## src/rtl/regfile_write_arbiter_pkg.sv

```systemverilog
// Shared constants for the register-file write arbiter.
`ifndef REGFILE_WRITE_ARBITER_PKG_SV
`define REGFILE_WRITE_ARBITER_PKG_SV
package regfile_write_arbiter_pkg;

    localparam int unsigned REG_ADDR_W       = 5;
    localparam int unsigned REG_COUNT        = 32;
    localparam logic [REG_ADDR_W-1:0] REG_ZERO = 5'd0;

    localparam int unsigned MAX_WAIT_DEFAULT = 8;
    localparam int unsigned NUM_REQ_DEFAULT  = 4;
    localparam int unsigned DATA_W_DEFAULT   = 32;

endpackage
`endif

```

## src/rtl/regfile_write_arbiter_if.sv

```systemverilog
// Requester bus plus the registered register-file write port.
interface regfile_write_arbiter_if
    import regfile_write_arbiter_pkg::*;
#(
    parameter int unsigned NUM_REQ = NUM_REQ_DEFAULT,
    parameter int unsigned DATA_W  = DATA_W_DEFAULT
) ();

    logic [NUM_REQ-1:0]            req_valid;
    logic [NUM_REQ*REG_ADDR_W-1:0] req_addr;
    logic [NUM_REQ*DATA_W-1:0]     req_data;
    logic [NUM_REQ-1:0]            req_ready;
    logic                          wr_en;
    logic [REG_ADDR_W-1:0]         wr_addr;
    logic [DATA_W-1:0]             wr_data;
    logic                          starve_evt;

    modport master (
        output req_valid, req_addr, req_data,
        input  req_ready, wr_en, wr_addr, wr_data, starve_evt
    );

    modport slave (
        input  req_valid, req_addr, req_data,
        output req_ready, wr_en, wr_addr, wr_data, starve_evt
    );

endinterface

```

## src/rtl/regfile_write_arbiter_rr_pick.sv

```systemverilog
// Combinational round-robin selector: first valid bit at or after i_ptr, wrapping.
module regfile_write_arbiter_rr_pick #(
    parameter int unsigned N     = 3,
    parameter int unsigned IDX_W = 2
) (
    input  logic [N-1:0]     i_valid,
    input  logic [IDX_W-1:0] i_ptr,
    output logic [N-1:0]     o_pick,
    output logic             o_any
);

    logic [N-1:0] w_rot;
    logic [N-1:0] w_rot_pick;

    // Rotate so the pointer sits at bit 0, take the lowest set bit, rotate back.
    always_comb begin
        w_rot      = N'({i_valid, i_valid} >> i_ptr);
        w_rot_pick = w_rot & (~w_rot + N'(1));
        o_pick     = N'({w_rot_pick, w_rot_pick} >> (N - i_ptr));
        o_any      = |i_valid;
    end

endmodule

```

## src/rtl/regfile_write_arbiter.sv

```systemverilog
// Register-file write port arbiter: port 0 priority, round-robin for the rest,
// with a starvation override and a registered write port.
module regfile_write_arbiter
    import regfile_write_arbiter_pkg::*;
#(
    parameter int unsigned NUM_REQ  = NUM_REQ_DEFAULT,
    parameter int unsigned DATA_W   = DATA_W_DEFAULT,
    parameter int unsigned MAX_WAIT = MAX_WAIT_DEFAULT
) (
    input  logic                    clock,
    input  logic                    reset_n,
    regfile_write_arbiter_if.slave  bus
);

    localparam int unsigned ADDR_W = $clog2(REG_COUNT);
    localparam int unsigned NLOW   = NUM_REQ - 1;
    localparam int unsigned PTR_W  = $clog2(NUM_REQ);
    localparam int unsigned WAIT_W = $clog2(MAX_WAIT + 1);

    logic [PTR_W-1:0]  r_ptr;
    logic [WAIT_W-1:0] r_wait [1:NUM_REQ-1];
    logic              r_wr_en;
    logic [ADDR_W-1:0] r_wr_addr;
    logic [DATA_W-1:0] r_wr_data;
    logic              r_starve;

    logic [NLOW-1:0]    w_rr_pick;
    logic               w_rr_any;
    logic [PTR_W-1:0]   w_rr_ptr;
    logic               w_ovr;
    logic [PTR_W-1:0]   w_ovr_idx;
    logic [NUM_REQ-1:0] w_grant;
    logic               w_xfer;
    logic [PTR_W-1:0]   w_sel;
    logic [ADDR_W-1:0]  w_sel_addr;
    logic [DATA_W-1:0]  w_sel_data;

    assign w_rr_ptr = r_ptr - PTR_W'(1);

    regfile_write_arbiter_rr_pick #(
        .N     (NLOW),
        .IDX_W (PTR_W)
    ) u_rr_pick (
        .i_valid (bus.req_valid[NUM_REQ-1:1]),
        .i_ptr   (w_rr_ptr),
        .o_pick  (w_rr_pick),
        .o_any   (w_rr_any)
    );

    // Lowest-indexed low-priority port that has waited MAX_WAIT cycles.
    always_comb begin
        w_ovr     = 1'b0;
        w_ovr_idx = '0;
        for (int k = 1; k < int'(NUM_REQ); k++) begin
            if (!w_ovr && bus.req_valid[k] && (r_wait[k] == WAIT_W'(MAX_WAIT))) begin
                w_ovr     = 1'b1;
                w_ovr_idx = PTR_W'(k);
            end
        end
    end

    // Grant priority: override, then port 0, then round-robin; nothing in reset.
    always_comb begin
        w_grant = '0;
        if (!reset_n) begin
            w_grant = '0;
        end else if (w_ovr) begin
            w_grant[w_ovr_idx] = 1'b1;
        end else if (bus.req_valid[0]) begin
            w_grant[0] = 1'b1;
        end else if (w_rr_any) begin
            w_grant = {w_rr_pick, 1'b0};
        end
    end

    assign bus.req_ready = w_grant;

    // Steer the granted port's address and data onto the write path.
    always_comb begin
        w_xfer     = |w_grant;
        w_sel      = '0;
        w_sel_addr = '0;
        w_sel_data = '0;
        for (int i = 0; i < int'(NUM_REQ); i++) begin
            if (w_grant[i]) begin
                w_sel      = PTR_W'(i);
                w_sel_addr = bus.req_addr[i*ADDR_W +: ADDR_W];
                w_sel_data = bus.req_data[i*DATA_W +: DATA_W];
            end
        end
    end

    // Per-port wait counters: count while pending, saturate, clear on grant or withdrawal.
    always_ff @(posedge clock or negedge reset_n) begin
        if (!reset_n) begin
            for (int k = 1; k < int'(NUM_REQ); k++) r_wait[k] <= '0;
        end else begin
            for (int k = 1; k < int'(NUM_REQ); k++) begin
                if (!bus.req_valid[k] || w_grant[k]) begin
                    r_wait[k] <= '0;
                end else if (r_wait[k] != WAIT_W'(MAX_WAIT)) begin
                    r_wait[k] <= r_wait[k] + WAIT_W'(1);
                end
            end
        end
    end

    // Round-robin pointer moves past each served low-priority port.
    always_ff @(posedge clock or negedge reset_n) begin
        if (!reset_n) begin
            r_ptr <= PTR_W'(1);
        end else if (w_xfer && (w_sel != '0)) begin
            r_ptr <= (w_sel == PTR_W'(NLOW)) ? PTR_W'(1) : w_sel + PTR_W'(1);
        end
    end

    // Write port register; register zero is never written but the select still follows.
    always_ff @(posedge clock or negedge reset_n) begin
        if (!reset_n) begin
            r_wr_en   <= 1'b0;
            r_wr_addr <= '0;
            r_wr_data <= '0;
            r_starve  <= 1'b0;
        end else begin
            r_wr_en  <= w_xfer && (w_sel_addr != REG_ZERO);
            r_starve <= w_ovr;
            if (w_xfer) begin
                r_wr_addr <= w_sel_addr;
                r_wr_data <= w_sel_data;
            end
        end
    end

    assign bus.wr_en      = r_wr_en;
    assign bus.wr_addr    = r_wr_addr;
    assign bus.wr_data    = r_wr_data;
    assign bus.starve_evt = r_starve;

endmodule

```

## src/flat_wrapper.sv

```systemverilog
// flat-port wrapper written by rule: the top's interface ports become plain ports
module regfile_write_arbiter_flat import regfile_write_arbiter_pkg::*;
#(
    parameter int unsigned NUM_REQ  = NUM_REQ_DEFAULT,
    parameter int unsigned DATA_W   = DATA_W_DEFAULT,
    parameter int unsigned MAX_WAIT = MAX_WAIT_DEFAULT
)
  (clock, reset_n, bus_req_valid, bus_req_addr, bus_req_data, bus_req_ready, bus_wr_en, bus_wr_addr, bus_wr_data, bus_starve_evt);
  regfile_write_arbiter_if #(.NUM_REQ(NUM_REQ), .DATA_W(DATA_W)) bus_i ();
  input  logic clock;
  input  logic reset_n;
  input wire logic [$bits(bus_i.req_valid)-1:0] bus_req_valid;
  input wire logic [$bits(bus_i.req_addr)-1:0] bus_req_addr;
  input wire logic [$bits(bus_i.req_data)-1:0] bus_req_data;
  output wire logic [$bits(bus_i.req_ready)-1:0] bus_req_ready;
  output wire logic [$bits(bus_i.wr_en)-1:0] bus_wr_en;
  output wire logic [$bits(bus_i.wr_addr)-1:0] bus_wr_addr;
  output wire logic [$bits(bus_i.wr_data)-1:0] bus_wr_data;
  output wire logic [$bits(bus_i.starve_evt)-1:0] bus_starve_evt;
  assign bus_i.req_valid = bus_req_valid;
  assign bus_i.req_addr = bus_req_addr;
  assign bus_i.req_data = bus_req_data;
  assign bus_req_ready = bus_i.req_ready;
  assign bus_wr_en = bus_i.wr_en;
  assign bus_wr_addr = bus_i.wr_addr;
  assign bus_wr_data = bus_i.wr_data;
  assign bus_starve_evt = bus_i.starve_evt;
  regfile_write_arbiter #(.NUM_REQ(NUM_REQ), .DATA_W(DATA_W), .MAX_WAIT(MAX_WAIT)) u_core (.clock(clock), .reset_n(reset_n), .bus(bus_i));
endmodule
```

## config.mk

```make
export PLATFORM = sky130hd
export DESIGN_NAME = regfile_write_arbiter_flat
export DESIGN_NICKNAME = d
export VERILOG_FILES = /design/src/rtl/regfile_write_arbiter_pkg.sv /design/src/rtl/regfile_write_arbiter_if.sv /design/src/rtl/regfile_write_arbiter_rr_pick.sv /design/src/rtl/regfile_write_arbiter.sv /design/src/flat_wrapper.sv
export SDC_FILE = /design/constraint.sdc
export NUM_CORES = 1
export LEC_CHECK = 0
export BUFFER_PORTS_ARGS = -buffer_cell sky130_fd_sc_hd__buf_4
export CAP_MARGIN = 25
export CORE_UTILIZATION = 39
export CTS_BUF_LIST = sky130_fd_sc_hd__clkbuf_4 sky130_fd_sc_hd__clkbuf_8
export CTS_CLUSTER_SIZE = 14
export DETAILED_ROUTE_END_ITERATION = 7
export PLACE_DENSITY_LB_ADDON = 0.12
export SYNTH_ARGS = -nofsm -noshare
export SYNTH_HDL_FRONTEND = slang
export SYNTH_SLANG_ARGS = --single-unit
```

## constraint.sdc

```tcl
create_clock -name clock -period 2.4 [get_ports clock]
set_clock_uncertainty 0.05 [all_clocks]
set_input_delay 0.36 -clock clock [delete_from_list [all_inputs] [get_ports clock]]
set_output_delay 0.36 -clock clock [all_outputs]
set_load 0.02 [all_outputs]
```

* After elaboration in Yosys (flattened, before gate mapping)
Index checks and enable logic that the tools add are counted.
Widths: inputs -> output; s select.
** Word-level totals
- Register bits :: 53
- Input bits :: 154
- Output and inout bits :: 43
- Logic and storage cells :: 82
** Operators by class
- $add $sub $neg :: 7
- Order comparisons :: 2
- Equality and inequality tests :: 7
- Shift-type cells :: 2
- Mux-type cells :: 31
- Bitwise logic cells :: 2
- Reductions and logical operators :: 23
** Operators by type and width (number)
- $mux 32 :: 4
- $mux 4 :: 9
- $shr 6x32->3 :: 1
- $mux 5 :: 4
- $add 4x1->4 const B :: 3
- $eq 4x4->1 const B :: 3
- $ne 4x4->1 const B :: 3
- $mux 2 :: 5
- $logic_and 1x1->1 :: 8
- $reduce_bool 2->1 :: 4
- $mux 1 :: 7
- $shr 6x2->3 :: 1
- $logic_not 1->1 :: 5
- $reduce_bool 5->1 :: 1
- $reduce_or 4->1 :: 1
- $add 3x1->3 const B :: 1
- $and 3x3->3 :: 1
- $logic_or 1x1->1 :: 3
- $lt 2x3->1 const B :: 1
- $mux 3 :: 1
- $not 3->3 :: 1
- $reduce_or 3->1 :: 1
- $sub 2x2->3 const A :: 1
- $add 2x1->2 const B :: 1
- other kinds (4) :: 4

* Longest topological paths before layout
Gate-level depths: netlist (run 1).
- Depth after elaboration :: 23
- Depth in mapped cells :: 13
- Mapped depth without buffers :: 11

* Modules after synthesis
Synthesis (run 1) repeated with hierarchy kept, for this count alone.
** Unflattened totals
- Cell total of the unflattened synthesis :: 377
- Area, all modules :: 3286.9 µm²
** Modules (own cells, without submodules)
- regfile_write_arbiter :: instances 1, cells an instance 366, area each 3211.8 µm², seq. area each 1327.5 µm²
- regfile_write_arbiter_rr_pick :: instances 1, cells an instance 11, area each 75.1 µm², seq. area each 0.0 µm²

* Worst setup path before layout (run 1)
OpenSTA, ideal clock, no wires.
- Kind :: flip-flop to flip-flop
- From :: reg u_core.r_wait[0] in the netlist's numbering
- To :: reg u_core.r_ptr[1]
- Setup time :: 0.141 ns
- Data arrival time :: 2.506 ns
- Data required time :: 2.209 ns
- Setup slack :: -0.297 ns
- Cell stages (with the launch flop) :: 12
- Path buffers :: 2
- Clock period less this slack :: 2.697 ns
- Cell sequence :: dfrtp_1 inv_1 ha_1 and4b_4 or4b_4 a21oi_4 buf_4 buf_2 nor2_1 ha_1 o21ai_0 o31ai_1
** On the way
- Elaborated cells between the ends (all ways) :: 20
- Classes of those cells :: add/sub (1); order compare (2); eq/ne (2); mux (10); reduce/logical (5)
** RTL lines
- start: declaration :: RTL line regfile_write_arbiter.sv:21 : logic [WAIT_W-1:0] r_wait [1:NUM_REQ-1];
- start signal: indexed assignment :: RTL line regfile_write_arbiter.sv:102 : r_wait[k] <= r_wait[k] + WAIT_W'(1);
- $eq 4x4->1 * :: RTL line regfile_write_arbiter.sv:55 : if (!w_ovr && bus.req_valid[k] && (r_wait[k] == WAIT_W'(MAX_WAIT))) begin
- $logic_and 1x1->1 * :: RTL line regfile_write_arbiter.sv:55
- $mux 2 :: RTL line regfile_write_arbiter.sv:55
- $lt 2x3->1 (not written as such) or $ge 2x1->1 (tied branches) :: RTL line regfile_write_arbiter.sv:68 : w_grant[w_ovr_idx] = 1'b1;
- $logic_and 1x1->1 (not written as such) :: RTL line regfile_write_arbiter.sv:68
- $mux 1 (not written as such) :: RTL line regfile_write_arbiter.sv:68
- $demux 1 s2
- $mux 4 * :: RTL line regfile_write_arbiter.sv:67 : end else if (w_ovr) begin
- $mux 4 * :: RTL line regfile_write_arbiter.sv:65 : if (!reset_n) begin
- via bus_req_ready[2] :: RTL line flat_wrapper.sv:15 : output wire logic [$bits(bus_i.req_ready)-1:0] bus_req_ready;
- $mux 2 (2 in a row) :: RTL line regfile_write_arbiter.sv:85 : if (w_grant[i]) begin
- $add 2x1->2, or another cell as far along :: RTL line regfile_write_arbiter.sv:113 : r_ptr <= (w_sel == PTR_W'(NLOW)) ? PTR_W'(1) : w_sel + PTR_W'(1);
- $mux 2 or $logic_and 1x1->1 (tied branches) :: RTL line regfile_write_arbiter.sv:113, regfile_write_arbiter.sv:112
- end signal: assignment :: RTL line regfile_write_arbiter.sv:113
- end: declaration :: RTL line regfile_write_arbiter.sv:20 : logic [PTR_W-1:0] r_ptr;
The timed path passes the listed nets; every way through them passes the cells marked *.
A chain may end at the register's enable or synchronous reset.

* Worst setup path after layout (run 1)
- From :: reg u_core.r_wait[1] in the netlist's numbering
- To :: reg u_core.r_wr_data[14] (netlist: u_core.bus.wr_data[14])
** On the way
- Word-level cells in the longest chain between the ends :: 13
- Elaborated cells between the ends (all ways) :: 16
- Classes of those cells :: order compare (2); eq/ne (1); mux (10); reduce/logical (3)
** RTL lines
- $eq 4x4->1 * :: RTL line regfile_write_arbiter.sv:55
- $logic_and 1x1->1 * :: RTL line regfile_write_arbiter.sv:55
- $mux 2 :: RTL line regfile_write_arbiter.sv:55
- $lt 2x3->1 (not written as such) or $ge 2x1->1 (tied branches) :: RTL line regfile_write_arbiter.sv:68
- $logic_and 1x1->1 (not written as such) :: RTL line regfile_write_arbiter.sv:68
- $mux 1 (not written as such) :: RTL line regfile_write_arbiter.sv:68
- $demux 1 s2
- $mux 4 * :: RTL line regfile_write_arbiter.sv:67
- $mux 4 * :: RTL line regfile_write_arbiter.sv:65
- $mux 32 (4 in a row) :: RTL line regfile_write_arbiter.sv:85
- end signal: assignment :: RTL line regfile_write_arbiter.sv:129 : r_wr_data <= w_sel_data;
- end: declaration :: RTL line regfile_write_arbiter.sv:24 : logic [DATA_W-1:0] r_wr_data;
Every way passes the cells marked *; elsewhere a longest branch is shown, timed or not.

==> summary by stage, run 1 <==
Outcome
The flow ran to the end, but the final reports show violations. The final reports fail on negative setup slack.

STA
In the finished design, the share of the clock period the worst path needs comes to 1.05. The final count of pins violating max slew came to 0. Setup repair after global routing could not meet its margin everywhere. The transition at the pin with the smallest max-transition slack is 0.632 ns. The count of final hold-check violations is 0.

The post-layout minimum cycle time is 2.52 ns. The final worst hold slack is 0.244 ns. The number of endpoints failing setup at the final stage is 23. Static timing analysis puts the maximum clock frequency at 397 MHz. After layout, the worst setup slack is -0.120 ns.

The relative slew slack is 0.578.

Worst setup path
Traced cell by cell, the critical path runs through inv_1 > ha_2 > and4b_4 > or4b_4 > a21oi_4 > buf_4 > or4_4 > clkbuf_16 > nor2_1 > a31oi_1. The register-to-register setup slack is -0.12 ns. In this run the worst path has a maximum fanout of 6. The worst setup path is of the reg -> reg kind. The endpoint arrival time on the critical path is 2.64 ns. Broken down by cell family, the worst path's largest delay share belongs to simple AND/OR/NAND/NOR gates.

The kind of start point of the critical path is a flip-flop. Together, buffers and inverters on the worst path number 3. The slowest stage of the critical path is the or4_4 cell.

The critical path endpoint category is a flip-flop. The total number of cells along the worst setup path is 10. The launch point of the worst reg-to-reg path is u_core.r_wait[1]$_DFFE_PN0P_. The critical register-to-register path endpoint is u_core.bus.wr_data[14]$_DFFE_PN0P_. The highest cell delay on the worst timing path is 0.64 ns. At the worst endpoint, the required time is 2.52 ns. The number of cell instances on the worst register-to-register path is 10.

GRT
In the global route stage, overall resource usage came out at 0.234. The leftover overflow at the end of global routing is 0. The number of global-route vias before repair was 2945. The initial antenna violation count was 0. The first global-routing pass estimated 14300 um of wire.

The pin count of the biggest net entering global routing is 48.

Floorplan
The number of top-level pins is 197. The vertical extent of the die is 89.7 um. The floorplan has 31 rows.

The starting density of the core is 0.409. The total area inside the core boundary comes to 7330 um2. The die width is 89.7 um.

The area enclosed by the die boundary is 8050 um2.

Placement
The count of input and output buffers is 196. The final weighted congestion of routability-driven global placement is 0.829. The sum of net half-perimeters after detailed placement is 7780 um.

Hold path
For hold timing, the worst endpoint is u_core.bus.wr_addr[3]$_DFFE_PN0P_. The depth of the worst hold-timing path is 3. The worst hold path class is in -> reg. The launch instance of the worst min-delay path is bus_req_addr[13].

Yosys
In this run the cell area of the synthesized design comes to 3000 um2. The count of mapped cells out of synthesis is 314. The number of different library cells used by synthesis comes to 44. The share of synthesized registers carrying an async set or reset is 1.00. The average instance in the mapped netlist occupies 9.55 um2. Yosys mapped a number of flops with a built-in enable equal to 0. The sequential fraction of the synthesis area is 0.443.

Counting every net in the synthesized netlist gives 476. The number of warnings issued by yosys is 0. The number of synthesized register bits is 53.

The most used flip-flop cell after synthesis is dfrtp_1.

CTS
Clock tree synthesis inserted a total of 5 buffers. At the later pin of the worst-skew pair, clock insertion delay measures 0.31 ns. The clock passes through at most 2 buffers. After clock tree synthesis, the clock-pin slew on the worst setup and hold paths is 0.10 ns. The clock tree from TritonCTS is done.

The root buffer cell is clkbuf_8. CTS saw 53 sinks. The number of H-tree branching levels is 2.

Finish
The share of layout cells above drive strength 1 is 0.533. The final layout contains 701 nets. The most common library cell in the layout ignoring fill and taps is buf_4. The core utilization of the finished layout is 0.703.

Compared with the post-synthesis result, the final layout area differs by 71.9%. In the layout the commonest cells are buf_4, dfrtp_1, nand2_1. The number of antenna repair diodes is 0.

Routing
The detail route stage leaves a number of antenna-violating nets equal to 0. The number of DRC violations after detailed routing is 0. The via count normalized by instance count is 5.40. The via count of the routed design is 3452. The first detailed-routing pass ran for 5 iterations. In this run, the number of DRC markers left after iteration 0 of detailed routing was 276.

The sum of routed wire length over all layers is 10700 um. Dividing the detail-routed wire length by the instance count gives 16.8 um.

Flow run
Max-cap violations in this run came to 0.

Power and ir drop
The leakage dissipation is 2.47 nW. Dividing total power by cell area gives a power density of 647 nW/um2. VDD sags by at most 0.343 mV.
[layer usage]
| layer | part of all wire | GRT usage | wire, um |
|---|---|---|---|
| met3 | 0.079 | 0.0530 | 852 |
| met2 | 0.50 | 0.386 | 5320 |
| met5 | 0 | 0 | 0 |
| met4 | 0.021 | 0.0765 | 228 |
| met1 | 0.40 | 0.306 | 4340 |
[through the flow]
step / TNS (ns) / power [mW] / cells / setup WS [ns] / instance area, um2
3_3_place_gp: 0 / 2.61 / 609 / 0.0433 / 4690
4_1_cts: -0.138 / 3.20 / 625 / -0.0936 / 4900
5_1_grt: -3.73 / 3.52 / 639 / -0.191 / 5160
2_1_floorplan: -0.0915 / 1.96 / 314 / -0.0914 / 3040
6_report: -0.542 / 3.33 / 639 / -0.120 / 5160
3_5_place_dp: -0.117 / 2.64 / 609 / -0.0278 / 4690
[state kept, by name, indices dropped and copies added (netlist names)]
signal and count:
u_core.bus.wr_en 1, u_core.r_wait 12, u_core.r_ptr 2, u_core.bus.wr_addr 5, u_core.bus.starve_evt 1, u_core.bus.wr_data 32
[what timing repair did]
| action | CTS | global route |
|---|---|---|
| gates resized for setup | 14 | 30 |
| setup buffers | 8 | 9 |
| hold endpoints to repair | 5 | 0 |
| pin swaps | 6 | 11 |
| cloned | 0 | 5 |
| endpoints found under the setup margin | 17 | 43 |
| hold buffers | 1 | 0 |
[tightest hold or removal path: stages]
cell,delay [ns]
buf_4,0.08
a221oi_1,0.07
nand2_1,0.06
[worst max-delay path by stage]
stage               slack (ns)                    startpoint                                 end
global placement          0.04  u_core.r_wait[1]$_DFFE_PN0P_   u_core.bus.wr_data[6]$_DFFE_PN0P_
detailed placement       -0.03  u_core.r_wait[1]$_DFFE_PN0P_  u_core.bus.wr_data[10]$_DFFE_PN0P_
global route             -0.19  u_core.r_wait[1]$_DFFE_PN0P_  u_core.bus.wr_data[14]$_DFFE_PN0P_
finish                   -0.12  u_core.r_wait[1]$_DFFE_PN0P_  u_core.bus.wr_data[14]$_DFFE_PN0P_
floorplan                -0.09  u_core.r_wait[0]$_DFFE_PN0P_         u_core.r_ptr[1]$_DFFE_PN0P_
CTS                      -0.09  u_core.r_wait[0]$_DFFE_PN0P_                    bus_req_ready[2]
[final cells by class]
type	count	area, um2
clock inverter	1	5.00
fill	600	2170
tap	99	124
inverter	11	41.3
multi-input combinational	227	1640
timing repair buffer	241	1940
sequential	53	1330
clock buffer	7	83.8
[report_power, final]
part           total, mW  switching, mW  leakage [nW]  internal, mW
clock              0.524          0.295        0.0491         0.229
sequential          1.27          0.154         0.649          1.11
combinational       1.55          0.773          1.77         0.773
[cells in the mapped netlist, types with 4 or more instances]
cell,n,area [um2]
xnor2_1,4,35.0
nand2_1,49,184
buf_6,6,67.6
dfrtp_1,52,1300
inv_1,11,41.3
a31oi_1,33,206
a222oi_1,35,350
o21ai_0,5,25.0
clkbuf_1,5,18.8
ha_1,8,100
buf_2,11,55.1
xor2_1,5,43.8
nand3_1,4,20.0
nor2_1,44,165
[cells by family after synthesis]
| group | share of synthesized area |
|---|---|
| buffers and inverters | 0.0647 |
| XOR/XNOR | 0.0263 |
| multiplexers | 0.0225 |
| AND/OR/NAND/NOR | 0.189 |
| AO/OA/AOI/OAI | 0.221 |
| flip-flops | 0.443 |
| adder cells (fa/ha/maj) | 0.0334 |
Note: power is estimated with default switching activity, not from simulation.
==> inputs of run 2 (changes only) <==
--- a/config.mk
+++ b/config.mk
@@ -7,6 +7,7 @@
 export LEC_CHECK = 0
 export BUFFER_PORTS_ARGS = -buffer_cell sky130_fd_sc_hd__buf_4
 export CAP_MARGIN = 25
+export CORE_MARGIN = 2
 export CORE_UTILIZATION = 39
 export CTS_BUF_LIST = sky130_fd_sc_hd__clkbuf_4 sky130_fd_sc_hd__clkbuf_8
 export CTS_CLUSTER_SIZE = 14
==> run 2 against run 1 <==
  * The flow still finishes with violations (negative setup slack)
  * Register-to-register slack improved by 0.08 ns
  * Design area rose by 0.92%
  * Count of clock-buffer cells in the layout is 2 lower
  * Via count down 1.4%
  * Critical path type is now reg -> out
  * Largest power group unchanged
==> summary by stage, run 2 (synthesis results as in run 1) <==
STA
The aggregate negative setup slack is -0.405 ns (+0.137 ns). The relative slew slack is 0.558 (-0.0209). The transition at the pin with the smallest max-transition slack is 0.664 ns (+0.0313 ns). The achievable clock frequency came to 405 MHz (+2.1%).

The final count of pins violating max slew came to 0 (unchanged). The post-layout minimum cycle time is 2.47 ns (-0.0517 ns). The count of final hold-check violations is 0 (unchanged). The period utilization was 1.03 (-0.0215). The number of endpoints failing setup at the final stage came to 23 (unchanged). Setup repair after global routing could not meet its margin everywhere.

The final worst hold slack came to 0.174 ns (-0.0703 ns). The worst setup margin was -0.0688 ns (+0.0517 ns).

Finish
The number of antenna repair diodes is 0 (unchanged). The area growth from synthesis to layout is 73.5%. The library cells used most frequently in the layout, excluding fill and tap cells, are buf_4, dfrtp_1, nand2_1. The final design area excluding fillers is 5200 um2 (+0.92%). The net count reported at finish is 697 (-0.57%).

The number of flip-flops in the largest register is 32 (unchanged). The share of layout cells above drive strength 1 is 0.534 (about the same). Leaving out fill and tap cells, the most frequent cell in the layout is buf_4.

The core utilization of the finished layout is 0.710 (+0.00649). The non-filler instance count after layout came to 635 (-0.63%).

Worst setup path
The register-to-register setup slack is -0.04 ns (+0.08 ns). The setup path with the least slack is of type reg -> out. On the critical path the largest part of the delay comes from simple AND/OR/NAND/NOR gates.

The worst setup path startpoint is u_core.r_wait[1]$_DFFE_PN0P_. The top fanout value on the critical path came to 4 (-2). The launch point of the worst reg-to-reg path is u_core.r_wait[1]$_DFFE_PN0P_.

The highest cell delay on the worst timing path is 0.55 ns (-0.09 ns). The slowest stage cell on the critical path is or4b_4. The total number of cells along the worst setup path is 7 (-3). The critical path goes through inv_2 > ha_4 > and4b_4 > or4b_4 > a21oi_4 > buf_12 > buf_8. The endpoint arrival time on the critical path is 2.06 ns (-0.58 ns). The buffers plus inverters on the worst setup path is 3 (unchanged). The capturing instance or port of the critical path is bus_req_ready[2]. The kind of start point of the critical path is a flip-flop. The number of cell instances on the worst register-to-register path was 10 (unchanged). The endpoint identified for the worst register-to-register timing path is u_core.bus.wr_data[6]$_DFFE_PN0P_.

The worst setup path is captured at an output pin. The worst endpoint required time is 1.99 ns (-0.53 ns).

CTS
The clock transition at the register clock pins on the worst setup and hold paths after CTS is 0.11 ns (about the same). The number of CTS-inserted buffers was 5 (unchanged). The number of H-tree branching levels is 2 (unchanged). The number of clock sinks seen by CTS is 53 (unchanged). TritonCTS built the clock tree. The source-to-sink clock delay at the later pin of the worst-skew pair was 0.31 ns (about the same).

The quantity of hold-fixing buffers added after cts is 0 (-1). The clock tree buffer depth is 2 (unchanged). The root buffer cell is clkbuf_8.

Outcome
The run finished, with violations left. The checks that failed: negative setup slack.

GRT
The number of global-route vias before repair is 3301 (+12%). The pin count of the biggest net entering global routing is 54 (+13%). The total global-route track usage is 0.238 (+0.00351). The leftover overflow at the end of global routing is 0 (unchanged). The first-pass GRT wire length came to 16000 um (+12%). The initial antenna violation count is 0 (unchanged).

Routing
The number of iterations in the first detailed-routing pass was 8 (+3). The number of DRC violations after detailed routing is 0 (unchanged). The first-iteration detailed-routing DRC count is 268 (-2.9%).

The via count normalized by instance count is 5.36 (-0.74%). The via count of the routed design is 3405 (-1.4%). The sum of routed wire length over all layers is 10800 um (+0.77%).

The antenna violation net count after detailed routing is 0 (unchanged). The average routed wire per standard cell is 17.0 um (+1.4%).

Floorplan
The site row count is 31 (unchanged). The starting density of the core is 0.409 (unchanged). The number of top-level pins is 197 (unchanged). The core footprint is 7330 um2 (unchanged).

The vertical extent of the die was 91.7 um (+2.2%). The die width was 91.7 um (+2.2%). The area enclosed by the die boundary was 8410 um2 (+4.5%).

Placement
The placed cell count is 609 (unchanged). The count of input and output buffers was 196 (unchanged). The sum of net half-perimeters after detailed placement was 7740 um (-0.46%).

The worst setup slack before clock tree synthesis came to -0.0348 ns (-0.00691 ns). The instance area at placement is 4690 um2 (unchanged). The final weighted congestion of routability-driven global placement came to 0.858 (+3.5%).

Power and ir drop
The worst supply voltage drop on vdd is 0.376 mV (+9.6%). The total power divided by cell area came to 664 nW/um2 (+2.7%). The leakage dissipation is 2.49 nW (+0.51%). The overall power consumption is 3.45 mW (+3.6%).

Hold path
The path class of the tightest hold or removal check is in -> async.

Flow run
The number of max-capacitance violations reported is 0 (unchanged).
[run 2: changes by cell type in the layout (fill, tap and decap cells not counted), sizes merged]
cell / previous run / this run
buf: 238 / 234
or4: 2 / 1
dlygate4sd3: 1 / 0
bufinv: 0 / 1
inv: 11 / 12
[run 2: worst register-to-register path, cell delays in order (launching register included)]
cell,delay [ns]
dfrtp_1,0.39
inv_2,0.06
ha_4,0.15
and4b_4,0.21
or4b_4,0.55
a21oi_4,0.18
buf_4,0.15
or4_4,0.25
buf_12,0.18
nor2_1,0.05
a31oi_1,0.15
[run 2: layout make-up]
type                    count  area [um2]
clock buffers               5        68.8
flip-flops and latches     53        1330
fillers                   577        2130
inverters                  11        41.3
clock inverters             3        43.8
multi-input cells         226        1630
well taps                  99         124
repair buffers            238        1970
[run 2: how the worst min path moves through the flow]
stage | start | to | slack [ns] | cells past startpoint
3_5_place_dp | u_core.bus.wr_addr[1]$_DFFE_PN0P_ | u_core.bus.wr_addr[1]$_DFFE_PN0P_ | 0.42 | 2
4_1_cts | reset_n | u_core.bus.wr_en$_DFF_PN0_ | 0.19 | 2
3_3_place_gp | u_core.bus.wr_addr[1]$_DFFE_PN0P_ | u_core.bus.wr_addr[1]$_DFFE_PN0P_ | 0.42 | 2
6_report | reset_n | u_core.bus.wr_addr[4]$_DFFE_PN0P_ | 0.17 | 2
2_1_floorplan | reset_n | u_core.bus.starve_evt$_DFF_PN0_ | 0.01 | 0
5_1_grt | reset_n | u_core.bus.wr_addr[2]$_DFFE_PN0P_ | 0.23 | 2
[run 2: layer usage]
metal | part of all wire | up-vias | wire (um) | global-route usage
met4 | 0.0095 | 0 | 103 | 0.0473
met3 | 0.071 | 6 | 770 | 0.0559
met5 | 0 | - | 0 | 0
met2 | 0.52 | 150 | 5650 | 0.422
met1 | 0.40 | 1624 | 4290 | 0.296
li1 | - | 1625 | - | -
[run 2: where the power goes]
part / switching (mW) / internal, mW / leakage, nW
Sequential: 0.160 / 1.11 / 0.649
Clock: 0.317 / 0.313 / 0.0585
Combinational: 0.767 / 0.786 / 1.78
[run 2: repair_timing]
action,CTS,global route
resized for setup,11,40
pin swaps,4,8
buffers inserted,5,9
setup endpoints to repair,18,44
cloned,0,4
